[src/rtl/rs_if.sv]
// Issue, CDB snoop and ALU dispatch signals of the reservation station.
interface rs_if #(
  parameter int OP_W  = 6,
  parameter int ROB_W = 5
);
  logic             rdy_in;
  logic             clear;
  logic             rs_en_in;
  logic [ROB_W-1:0] rob_in;
  logic [OP_W-1:0]  op_in;
  logic [31:0]      q1_in;
  logic [31:0]      v1_in;
  logic [31:0]      q2_in;
  logic [31:0]      v2_in;
  logic             rs_full;
  logic             alu_cdb_en;
  logic [ROB_W-1:0] alu_cdb_rob;
  logic [31:0]      alu_cdb_val;
  logic             lsb_cdb_en;
  logic [ROB_W-1:0] lsb_cdb_rob;
  logic [31:0]      lsb_cdb_val;
  logic             alu_en;
  logic [OP_W-1:0]  alu_op;
  logic [31:0]      alu_a;
  logic [31:0]      alu_b;
  logic [ROB_W-1:0] alu_rob;

  modport master (
    output rdy_in, clear, rs_en_in, rob_in, op_in, q1_in, v1_in, q2_in, v2_in,
    output alu_cdb_en, alu_cdb_rob, alu_cdb_val, lsb_cdb_en, lsb_cdb_rob, lsb_cdb_val,
    input  rs_full, alu_en, alu_op, alu_a, alu_b, alu_rob
  );

  modport slave (
    input  rdy_in, clear, rs_en_in, rob_in, op_in, q1_in, v1_in, q2_in, v2_in,
    input  alu_cdb_en, alu_cdb_rob, alu_cdb_val, lsb_cdb_en, lsb_cdb_rob, lsb_cdb_val,
    output rs_full, alu_en, alu_op, alu_a, alu_b, alu_rob
  );
endinterface

[src/rtl/reservation_station.sv]
// ALU/branch reservation station: buffers issued instructions, wakes operands
// from the ALU/LSB CDBs and dispatches the lowest-index ready entry each cycle.
module reservation_station #(
  parameter int          DEPTH     = 8,
  parameter int          OP_W      = 6,
  parameter int          ROB_W     = 5,
  parameter logic [31:0] READY_TAG = 32'hFFFF_FFFF
) (
  input  logic clk_in,
  input  logic rst_in,
  rs_if.slave  bus
);
  localparam int IDX_W = $clog2(DEPTH);

  logic [DEPTH-1:0] r_busy;
  logic [OP_W-1:0]  r_op  [DEPTH];
  logic [ROB_W-1:0] r_rob [DEPTH];
  logic [31:0]      r_q1  [DEPTH];
  logic [31:0]      r_v1  [DEPTH];
  logic [31:0]      r_q2  [DEPTH];
  logic [31:0]      r_v2  [DEPTH];

  logic             r_alu_en;
  logic [OP_W-1:0]  r_alu_op;
  logic [31:0]      r_alu_a;
  logic [31:0]      r_alu_b;
  logic [ROB_W-1:0] r_alu_rob;

  logic [DEPTH-1:0] w_busy_nxt;
  logic [OP_W-1:0]  w_op_nxt  [DEPTH];
  logic [ROB_W-1:0] w_rob_nxt [DEPTH];
  logic [31:0]      w_q1_nxt  [DEPTH];
  logic [31:0]      w_v1_nxt  [DEPTH];
  logic [31:0]      w_q2_nxt  [DEPTH];
  logic [31:0]      w_v2_nxt  [DEPTH];

  logic [DEPTH-1:0] w_ready;
  logic [IDX_W-1:0] w_free_idx;
  logic [IDX_W-1:0] w_disp_idx;
  logic             w_disp_vld;
  logic             w_full;
  logic [31:0]      w_alu_tag;
  logic [31:0]      w_lsb_tag;

  assign w_alu_tag = {{(32-ROB_W){1'b0}}, bus.alu_cdb_rob};
  assign w_lsb_tag = {{(32-ROB_W){1'b0}}, bus.lsb_cdb_rob};
  assign w_full    = &r_busy;

  // Returns {status, data} after snooping both CDBs; ALU port wins on a double hit.
  function automatic logic [63:0] f_snoop(input logic [31:0] q, input logic [31:0] v);
    logic [63:0] res;
    res = {q, v};
    if (q != READY_TAG) begin
      if (bus.alu_cdb_en && q == w_alu_tag)
        res = {READY_TAG, bus.alu_cdb_val};
      else if (bus.lsb_cdb_en && q == w_lsb_tag)
        res = {READY_TAG, bus.lsb_cdb_val};
    end
    return res;
  endfunction

  always_comb begin
    w_ready    = '0;
    w_free_idx = '0;
    w_disp_idx = '0;
    w_disp_vld = 1'b0;
    for (int i = DEPTH - 1; i >= 0; i--) begin
      w_ready[i] = r_busy[i] && (r_q1[i] == READY_TAG) && (r_q2[i] == READY_TAG);
      if (!r_busy[i]) w_free_idx = IDX_W'(i);
      if (w_ready[i]) begin
        w_disp_idx = IDX_W'(i);
        w_disp_vld = 1'b1;
      end
    end
  end

  always_comb begin
    w_busy_nxt = r_busy;
    w_op_nxt   = r_op;
    w_rob_nxt  = r_rob;
    w_q1_nxt   = r_q1;
    w_v1_nxt   = r_v1;
    w_q2_nxt   = r_q2;
    w_v2_nxt   = r_v2;
    if (bus.clear) begin
      w_busy_nxt = '0;
    end else if (bus.rdy_in) begin
      for (int i = 0; i < DEPTH; i++) begin
        if (r_busy[i]) begin
          {w_q1_nxt[i], w_v1_nxt[i]} = f_snoop(r_q1[i], r_v1[i]);
          {w_q2_nxt[i], w_v2_nxt[i]} = f_snoop(r_q2[i], r_v2[i]);
        end
      end
      if (w_disp_vld) w_busy_nxt[w_disp_idx] = 1'b0;
      // Free slot is chosen from pre-edge busy bits, so it never collides with dispatch.
      if (bus.rs_en_in && !w_full) begin
        w_busy_nxt[w_free_idx] = 1'b1;
        w_op_nxt[w_free_idx]   = bus.op_in;
        w_rob_nxt[w_free_idx]  = bus.rob_in;
        {w_q1_nxt[w_free_idx], w_v1_nxt[w_free_idx]} = f_snoop(bus.q1_in, bus.v1_in);
        {w_q2_nxt[w_free_idx], w_v2_nxt[w_free_idx]} = f_snoop(bus.q2_in, bus.v2_in);
      end
    end
  end

  always_ff @(posedge clk_in) begin
    if (rst_in) begin
      r_busy    <= '0;
      r_alu_en  <= 1'b0;
      r_alu_op  <= '0;
      r_alu_a   <= '0;
      r_alu_b   <= '0;
      r_alu_rob <= '0;
    end else begin
      r_busy <= w_busy_nxt;
      r_op   <= w_op_nxt;
      r_rob  <= w_rob_nxt;
      r_q1   <= w_q1_nxt;
      r_v1   <= w_v1_nxt;
      r_q2   <= w_q2_nxt;
      r_v2   <= w_v2_nxt;
      if (bus.clear || !bus.rdy_in) begin
        r_alu_en <= 1'b0;
      end else begin
        r_alu_en <= w_disp_vld;
        if (w_disp_vld) begin
          r_alu_op  <= r_op[w_disp_idx];
          r_alu_a   <= r_v1[w_disp_idx];
          r_alu_b   <= r_v2[w_disp_idx];
          r_alu_rob <= r_rob[w_disp_idx];
        end
      end
    end
  end

  assign bus.rs_full = w_full;
  assign bus.alu_en  = r_alu_en;
  assign bus.alu_op  = r_alu_op;
  assign bus.alu_a   = r_alu_a;
  assign bus.alu_b   = r_alu_b;
  assign bus.alu_rob = r_alu_rob;
endmodule
[src/flat_wrapper.sv]
// flat-port wrapper written by rule: the top's interface ports become plain ports
module reservation_station_flat 
#(
  parameter int          DEPTH     = 8,
  parameter int          OP_W      = 6,
  parameter int          ROB_W     = 5,
  parameter logic [31:0] READY_TAG = 32'hFFFF_FFFF
)
  (clk_in, rst_in, bus_rdy_in, bus_clear, bus_rs_en_in, bus_rob_in, bus_op_in, bus_q1_in, bus_v1_in, bus_q2_in, bus_v2_in, bus_alu_cdb_en, bus_alu_cdb_rob, bus_alu_cdb_val, bus_lsb_cdb_en, bus_lsb_cdb_rob, bus_lsb_cdb_val, bus_rs_full, bus_alu_en, bus_alu_op, bus_alu_a, bus_alu_b, bus_alu_rob);
  rs_if #(.OP_W(OP_W), .ROB_W(ROB_W)) bus_i ();
  input  logic clk_in;
  input  logic rst_in;
  input wire logic [$bits(bus_i.rdy_in)-1:0] bus_rdy_in;
  input wire logic [$bits(bus_i.clear)-1:0] bus_clear;
  input wire logic [$bits(bus_i.rs_en_in)-1:0] bus_rs_en_in;
  input wire logic [$bits(bus_i.rob_in)-1:0] bus_rob_in;
  input wire logic [$bits(bus_i.op_in)-1:0] bus_op_in;
  input wire logic [$bits(bus_i.q1_in)-1:0] bus_q1_in;
  input wire logic [$bits(bus_i.v1_in)-1:0] bus_v1_in;
  input wire logic [$bits(bus_i.q2_in)-1:0] bus_q2_in;
  input wire logic [$bits(bus_i.v2_in)-1:0] bus_v2_in;
  input wire logic [$bits(bus_i.alu_cdb_en)-1:0] bus_alu_cdb_en;
  input wire logic [$bits(bus_i.alu_cdb_rob)-1:0] bus_alu_cdb_rob;
  input wire logic [$bits(bus_i.alu_cdb_val)-1:0] bus_alu_cdb_val;
  input wire logic [$bits(bus_i.lsb_cdb_en)-1:0] bus_lsb_cdb_en;
  input wire logic [$bits(bus_i.lsb_cdb_rob)-1:0] bus_lsb_cdb_rob;
  input wire logic [$bits(bus_i.lsb_cdb_val)-1:0] bus_lsb_cdb_val;
  output wire logic [$bits(bus_i.rs_full)-1:0] bus_rs_full;
  output wire logic [$bits(bus_i.alu_en)-1:0] bus_alu_en;
  output wire logic [$bits(bus_i.alu_op)-1:0] bus_alu_op;
  output wire logic [$bits(bus_i.alu_a)-1:0] bus_alu_a;
  output wire logic [$bits(bus_i.alu_b)-1:0] bus_alu_b;
  output wire logic [$bits(bus_i.alu_rob)-1:0] bus_alu_rob;
  assign bus_i.rdy_in = bus_rdy_in;
  assign bus_i.clear = bus_clear;
  assign bus_i.rs_en_in = bus_rs_en_in;
  assign bus_i.rob_in = bus_rob_in;
  assign bus_i.op_in = bus_op_in;
  assign bus_i.q1_in = bus_q1_in;
  assign bus_i.v1_in = bus_v1_in;
  assign bus_i.q2_in = bus_q2_in;
  assign bus_i.v2_in = bus_v2_in;
  assign bus_i.alu_cdb_en = bus_alu_cdb_en;
  assign bus_i.alu_cdb_rob = bus_alu_cdb_rob;
  assign bus_i.alu_cdb_val = bus_alu_cdb_val;
  assign bus_i.lsb_cdb_en = bus_lsb_cdb_en;
  assign bus_i.lsb_cdb_rob = bus_lsb_cdb_rob;
  assign bus_i.lsb_cdb_val = bus_lsb_cdb_val;
  assign bus_rs_full = bus_i.rs_full;
  assign bus_alu_en = bus_i.alu_en;
  assign bus_alu_op = bus_i.alu_op;
  assign bus_alu_a = bus_i.alu_a;
  assign bus_alu_b = bus_i.alu_b;
  assign bus_alu_rob = bus_i.alu_rob;
  reservation_station #(.DEPTH(DEPTH), .OP_W(OP_W), .ROB_W(ROB_W), .READY_TAG(READY_TAG)) u_core (.clk_in(clk_in), .rst_in(rst_in), .bus(bus_i));
endmodule
[config.mk]
export PLATFORM = sky130hd
export DESIGN_NAME = reservation_station_flat
export DESIGN_NICKNAME = d
export VERILOG_FILES = /design/src/rtl/rs_if.sv /design/src/rtl/reservation_station.sv /design/src/flat_wrapper.sv
export SDC_FILE = /design/constraint.sdc
export NUM_CORES = 2
export LEC_CHECK = 0
export BUFFER_PORTS_ARGS = -buffer_cell sky130_fd_sc_hd__buf_2
export CAP_MARGIN = 20
export CELL_PAD_IN_SITES_DETAIL_PLACEMENT = 1
export CELL_PAD_IN_SITES_GLOBAL_PLACEMENT = 2
export CORE_MARGIN = 2
export CORE_UTILIZATION = 42
export CTS_BUF_LIST = sky130_fd_sc_hd__clkbuf_4
export DETAILED_ROUTE_END_ITERATION = 8
export HOLD_SLACK_MARGIN = 0.02
export PLACE_DENSITY_LB_ADDON = 0.1
export SYNTH_ARGS = -nofsm -noshare
export SYNTH_HDL_FRONTEND = slang
export SYNTH_SLANG_ARGS = --single-unit
[constraint.sdc]
create_clock -name clk_in -period 62 [get_ports clk_in]
set_input_delay 12.4 -clock clk_in [delete_from_list [all_inputs] [get_ports clk_in]]
set_output_delay 12.4 -clock clk_in [all_outputs]
set_load 0.02 [all_outputs]
# ---- Word-level counts from Yosys, hierarchy flattened
# Cells that the tools add are included.
dict set report word_totals {
  regBits 1196
  latch_bits 0
  mem_bits_rw 0
  mem_bits_ro 0
  inputBits 220
  output_inout_bits 77
  elab_cells 420
  memories 0
}
dict set report classes {
  add_sub_neg 0
  mul 0
  n_div 0
  order_cmp 7
  n_eq_ne 70
  shifts 0
  mux 216
  bitwise 8
  n_reduce_logical 65
}
# op n
set op_table {}
lappend op_table {{2-to-1 mux 64 bit} 60}
lappend op_table {{2-to-1 mux 32 bit} 101}
lappend op_table {{== test 32 x 5 -> 1 bit} 36}
lappend op_table {{bitwise mux 256 bit} 4}
lappend op_table {{2-to-1 mux 256 bit} 4}
lappend op_table {{!= test 32 bit, second input constant} 18}
lappend op_table {{== test 32 bit, second input constant} 16}
lappend op_table {{binary-select mux 32 bit (select 3 bit)} 2}
lappend op_table {{demux 32 bit (select 3 bit)} 1}
lappend op_table {{logical AND 1 bit} 56}
lappend op_table {{bitwise mux 48 bit} 1}
lappend op_table {{2-to-1 mux 3 bit} 16}
lappend op_table {{bitwise mux 40 bit} 1}
lappend op_table {{2-to-1 mux 8 bit} 4}
lappend op_table {{binary-select mux 6 bit (select 3 bit)} 1}
lappend op_table {{demux 6 bit (select 3 bit)} 1}
lappend op_table {{2-to-1 mux 6 bit} 3}
lappend op_table {{binary-select mux 5 bit (select 3 bit)} 1}
lappend op_table {{demux 5 bit (select 3 bit)} 1}
lappend op_table {{2-to-1 mux 5 bit} 3}
lappend op_table {{2-to-1 mux 1 bit} 10}
lappend op_table {{bitwise AND 8 bit} 1}
lappend op_table {{greater-or-equal comparator 4 bit, second input constant} 2}
lappend op_table {{less-than comparator 3 x 4 -> 1 bit, second input constant} 2}
lappend op_table {{14 further kinds} 21}

# ---- Depth between registers and ports, before layout
dict set report logic_depth {
  word_depth 22
  depth_mapped 13
  mapped_depth_nobuf 9
}

# ---- Worst setup path before layout
# Ideal clock, no wire load.
dict set report synth_path {
  path_kind {input to register}
  from {input port rst_in}
  to {register u_core.r_alu_b[25], in the netlist u_core.bus.alu_b[25]}
  setup_ps 69
  t_arrival_ps 34840
  required_ps 61931
  slack_ps 27091
  cell_stages 8
  path_buffers 2
  path_cell_list {nor2_1 -> nand2_1 -> inv_1 -> o31a_1 -> o21ai_1 -> buf_2 -> buf_1 -> o21ai_1}
}
# item line
set synth_lines {}
lappend synth_lines {{from (decl)} flat_wrapper.sv:12} ;# input logic rst_in;
lappend synth_lines {{to (signal assigned)} reservation_station.sv:129} ;# r_alu_b <= r_v2[w_disp_idx];
lappend synth_lines {{to (decl)} reservation_station.sv:26} ;# logic [31:0] r_alu_b;

# ---- Final worst setup path
dict set report layout_path {
  from {input port rst_in}
  to {register u_core.r_v1[74] in the netlist's numbering (enable)}
}
dict set report layout_via {
  elab_chain_len 2
}
# item line
set layout_lines {}
lappend layout_lines {{NOT 1 bit (no line)} n/a}
lappend layout_lines {{AND reduction 3 bit (no line)} n/a}
lappend layout_lines {{to (signal assigned)} reservation_station.sv:119} ;# r_v1 <= w_v1_nxt;
lappend layout_lines {{to (decl)} reservation_station.sv:19} ;# logic [31:0] r_v1 [DEPTH];
# Every way passes these cells.
# A chain may end at the register's enable or synchronous reset.

==> key figures <==
Synth
  – Synthesized flop and latch total: 1196
  – Syn avg cell area: 10.5 um^2
  – Adder-Cell Fraction of Synth Area: 0
  – Post-synthesis mux area share: 0.0880
  – Distinct cells, synth: 54
  – Syn_nets: 6443
  – Post-synth EDFFs: 1112
  – Ys Warns: 0
  – Largest family of logic cells by synthesized area: compound AO/OA/AOI/OAI gates
  – Post-synth design cell area: 65500 um^2
  – Post-synthesis xor/xnor area fraction: 0.0241
  – Share of Yosys cell area claimed by the top area cell type: 0.510
  – Synth Area in Compound Gates: 0.190
  – Simple-Gate Fraction of Synth Area: 0.118
  – Post-synthesis cell count: 6223
  – Top cells by area, synth: edfxtp_1 51%, mux2i_1 8.8%, a221oi_1 6.8%
  – Most frequent cell after synthesis: edfxtp_1
  – Top FF cell, synth: edfxtp_1
  – Most frequent cells after synthesis: 1112 x edfxtp_1, 768 x o21ai_0, 692 x nor2_1, 576 x mux2i_1, 512 x a221oi_1
  – Async S/R FF share, synth: 0
  – Post-synth top area cell: edfxtp_1
  – Register area share after synthesis: 0.536

Routing
  – Routed wire length: 284 mm
  – Wirelength per Cell: 32.6 um
  – Vias per cell: 6.68
  – Metal3 WL: 24.0 mm
  – DRT iter0 DRCs: 7159
  – Top sig layer: met4
  – Routed via count: 58200
  – First drt pass iteration count: 6
  – Post-route DRC: 0
  – DRT antenna net count: 0
  – Met2 WL: 131 mm
  – M1 wire length: 116 mm

Placement
  – Final Wtd Congestion: 0.851
  – PortBufs: 296
  – Total placed cells including tap cells: 8058
  – Dpl hpwl: 165 mm

Power
  – Sequential power share: 0.502
  – Combinational share of power: 0.066
  – Switching Share: 0.259
  – Max IR drop VDD: 0.0160 mV
  – Pwr Density: 24.9 nW/um^2
  – Clock Power Share: 0.433
  – P_leak: 23.2 nW
  – Internal power: 1.35 mW
  – Sw power: 0.471 mW

Min path
  – Hold Path End: u_core.bus.alu_op[5]
  – Min-Delay Path Class: reg2reg
  – Worst hold start: u_core.r_op[11]
  – Hold Crit Depth: 2

STA
  – Rel. slew slack: 0.0970
  – Unrepaired setup endpoints after global routing: false
  – Final cycle utilization of the critical path: 0.267
  – Min Clock Period, post-route: 16580 ps
  – Hold Vio Cnt, Final: 0
  – Worst Tran Pin Value: 1350 ps
  – Setup_tns: 0 ps
  – WHS: 466 ps
  – Max Clk Rate: 60.3 MHz
  – Setup Skew: 103 ps
  – Final setup viols: 0
  – Max-slew violations: 0

Worst setup path
  – Crit path max-delay family: buffers and inverters
  – CP Capture Type: flop
  – CP Class: in2reg
  – CP bufs+invs: 5
  – Worst path arrival time: 17480 ps
  – CP Launch Type: input port
  – Critical path required time: 62900 ps
  – R2R Path End: u_core.bus.alu_b[17]
  – Slowest cell delay on critical path: 980 ps
  – Most frequent cell on the critical path: buf_4
  – Cell Chain, Critical Path: buf_2 > nor2_1 > nand2_1 > inv_8 > buf_12 > buf_4 > buf_4
  – CP Max Fanout: 170
  – CP max-delay cell: inv_8
  – R2R setup slack: 56130 ps
  – Reg2reg path depth: 12
  – Worst r2r src: u_core.r_q2[88]

Floorplanning
  – Full die area: 159000 um^2
  – Die span in x: 399 um
  – Row count: 144
  – Core ar.: 154000 um^2
  – Initial core utilization: 0.424
  – Die height: 399 um
  – I/O pins: 297

Global route
  – Total global routing overflow: 0
  – GRT Overall Usage: 0.348
  – Largest net degree at the start of global routing: 179
  – First-pass GRT wire length: 406 mm
  – Vias in the first global route: 58000
  – Initial antenna violation count: 17

Final layout
  – Final Util: 0.473
  – Layout filler cell count: 17000
  – Area grow syn2layout: 11.5%
  – Layout cell share with drive strength beyond 1: 0.178
  – Nets: 6603
  – Register area: 35100 um^2
  – Final Non-Filler Cells: 8704
  – Area of the multi-input gates: 27900 um^2

Clock network
  – Setup Buffers After CTS: 0
  – Root Buffer: clkbuf_4
  – Clk pin slew, worst setup/hold paths: 60 ps
  – CTS max path bufs: 4
  – Post-CTS Resized: 0
  – Cts bufs inserted: 363
  – Clock Sinks: 1196
  – CTS H-tree lvls: 5
  – Post-CTS Hold Fix Bufs: 0
  – CTS tree: built
  – Clock insertion delay at the later pin of the skew report: 1340 ps

Outcome
  – Status: finished clean

Run
  – Max-cap viol count: 0
-- cells in the final DEF, fill, tap and decap left out, drive strengths merged, types with 10 or more instances in the layout --
master,n
nand3,109
a21oi,269
buf,459
and3,21
or2,10
xnor2,36
nand4,144
nor3,157
or3,12
o21ai,858
and2,20
nor4,171
dfxtp,84
a31oi,17
clkinv,60
a221oi,512
nand2,340
a22oi,227
edfxtp,1112
clkbuf,571
mux2i,576
xor2,144
nor2,692
-- final cells by class --
cell class / count / share of cell area
Clock buffer: 571 / 0.0587
Inverter: 7 / 0.000463
Tap cell: 2044 / 0.0350
Antenna cell: 8 / 0.000274
Timing Repair Buffer: 459 / 0.0388
Sequential cell: 1196 / 0.481
Clock inverter: 63 / 0.00338
Multi-Input combinational cell: 4356 / 0.383
-- metrics by stage --
| step | setup slack [ps] | area, um^2 | power (mW) |
|---|---|---|---|
| 3_3_place_gp | 44360 | 68300 | 1.04 |
| 5_1_grt | 45300 | 73000 | 1.88 |
| 6_report | 45420 | 73000 | 1.82 |
| 2_1_floorplan | 27090 | 65500 | 1.01 |
| 4_1_cts | 45640 | 72900 | 1.83 |
| 3_5_place_dp | 44260 | 68400 | 1.05 |
-- cell families (layout without fill, tap and decap cells) --
family | count (synthesis) | in the layout
AO/OA/AOI/OAI | 1908 | 1908
XOR/XNOR | 180 | 180
AND/OR/NAND/NOR | 1692 | 1692
buffers and inverters | 671 | 1100
other | 0 | 8
flip-flops | 1196 | 1196
multiplexers | 576 | 576
-- layer usage --
layer | up-vias | GRT usage
li1 | 24700 | -
met1 | 29600 | 0.466
met2 | 3165 | 0.552
met3 | 713 | 0.0580
met4 | 0 | 0.161
met5 | - | 0
-- how the worst max path moves through the flow --
stage / from / endpoint / slack, ps / cells past startpoint
floorplan: rst_in / u_core.bus.alu_b[25] / 27090 / 8
global placement: rst_in / u_core.r_v1[201] / 44360 / 7
detailed placement: rst_in / u_core.r_v1[201] / 44260 / 7
CTS: rst_in / u_core.r_v2[162] / 45640 / 7
global route: rst_in / u_core.r_v2[134] / 45300 / 7
finish: rst_in / u_core.r_v1[74] / 45420 / 7
-- power by group through the flow --
stage | clock network (mW) | logic, mW | registers [mW]
2_1_floorplan | 0 | 0.0685 | 0.946
3_3_place_gp | 0 | 0.113 | 0.929
3_5_place_dp | 0 | 0.117 | 0.929
4_1_cts | 0.798 | 0.118 | 0.912
5_1_grt | 0.839 | 0.128 | 0.914
6_report | 0.787 | 0.119 | 0.913
-- worst register-to-register path: cells and delay by family, from the launching register on --
kind | cells | cell delay [ps]
and+or+nand+nor | 5 | 1880
DFF | 1 | 520
buffers and inverters | 3 | 2360
AOI/OAI and AO/OA | 4 | 1080
-- sequential cells by signal, indices dropped and copies added (netlist names), 32 cells and up --
| signal | count |
|---|---|
| u_core.bus.alu_b | 32 |
| u_core.r_op | 48 |
| u_core.bus.alu_a | 32 |
| u_core.r_q1 | 256 |
| u_core.r_q2 | 256 |
| u_core.r_rob | 40 |
| u_core.r_v2 | 256 |
| u_core.r_v1 | 256 |
(Power assumes the default switching activity.)
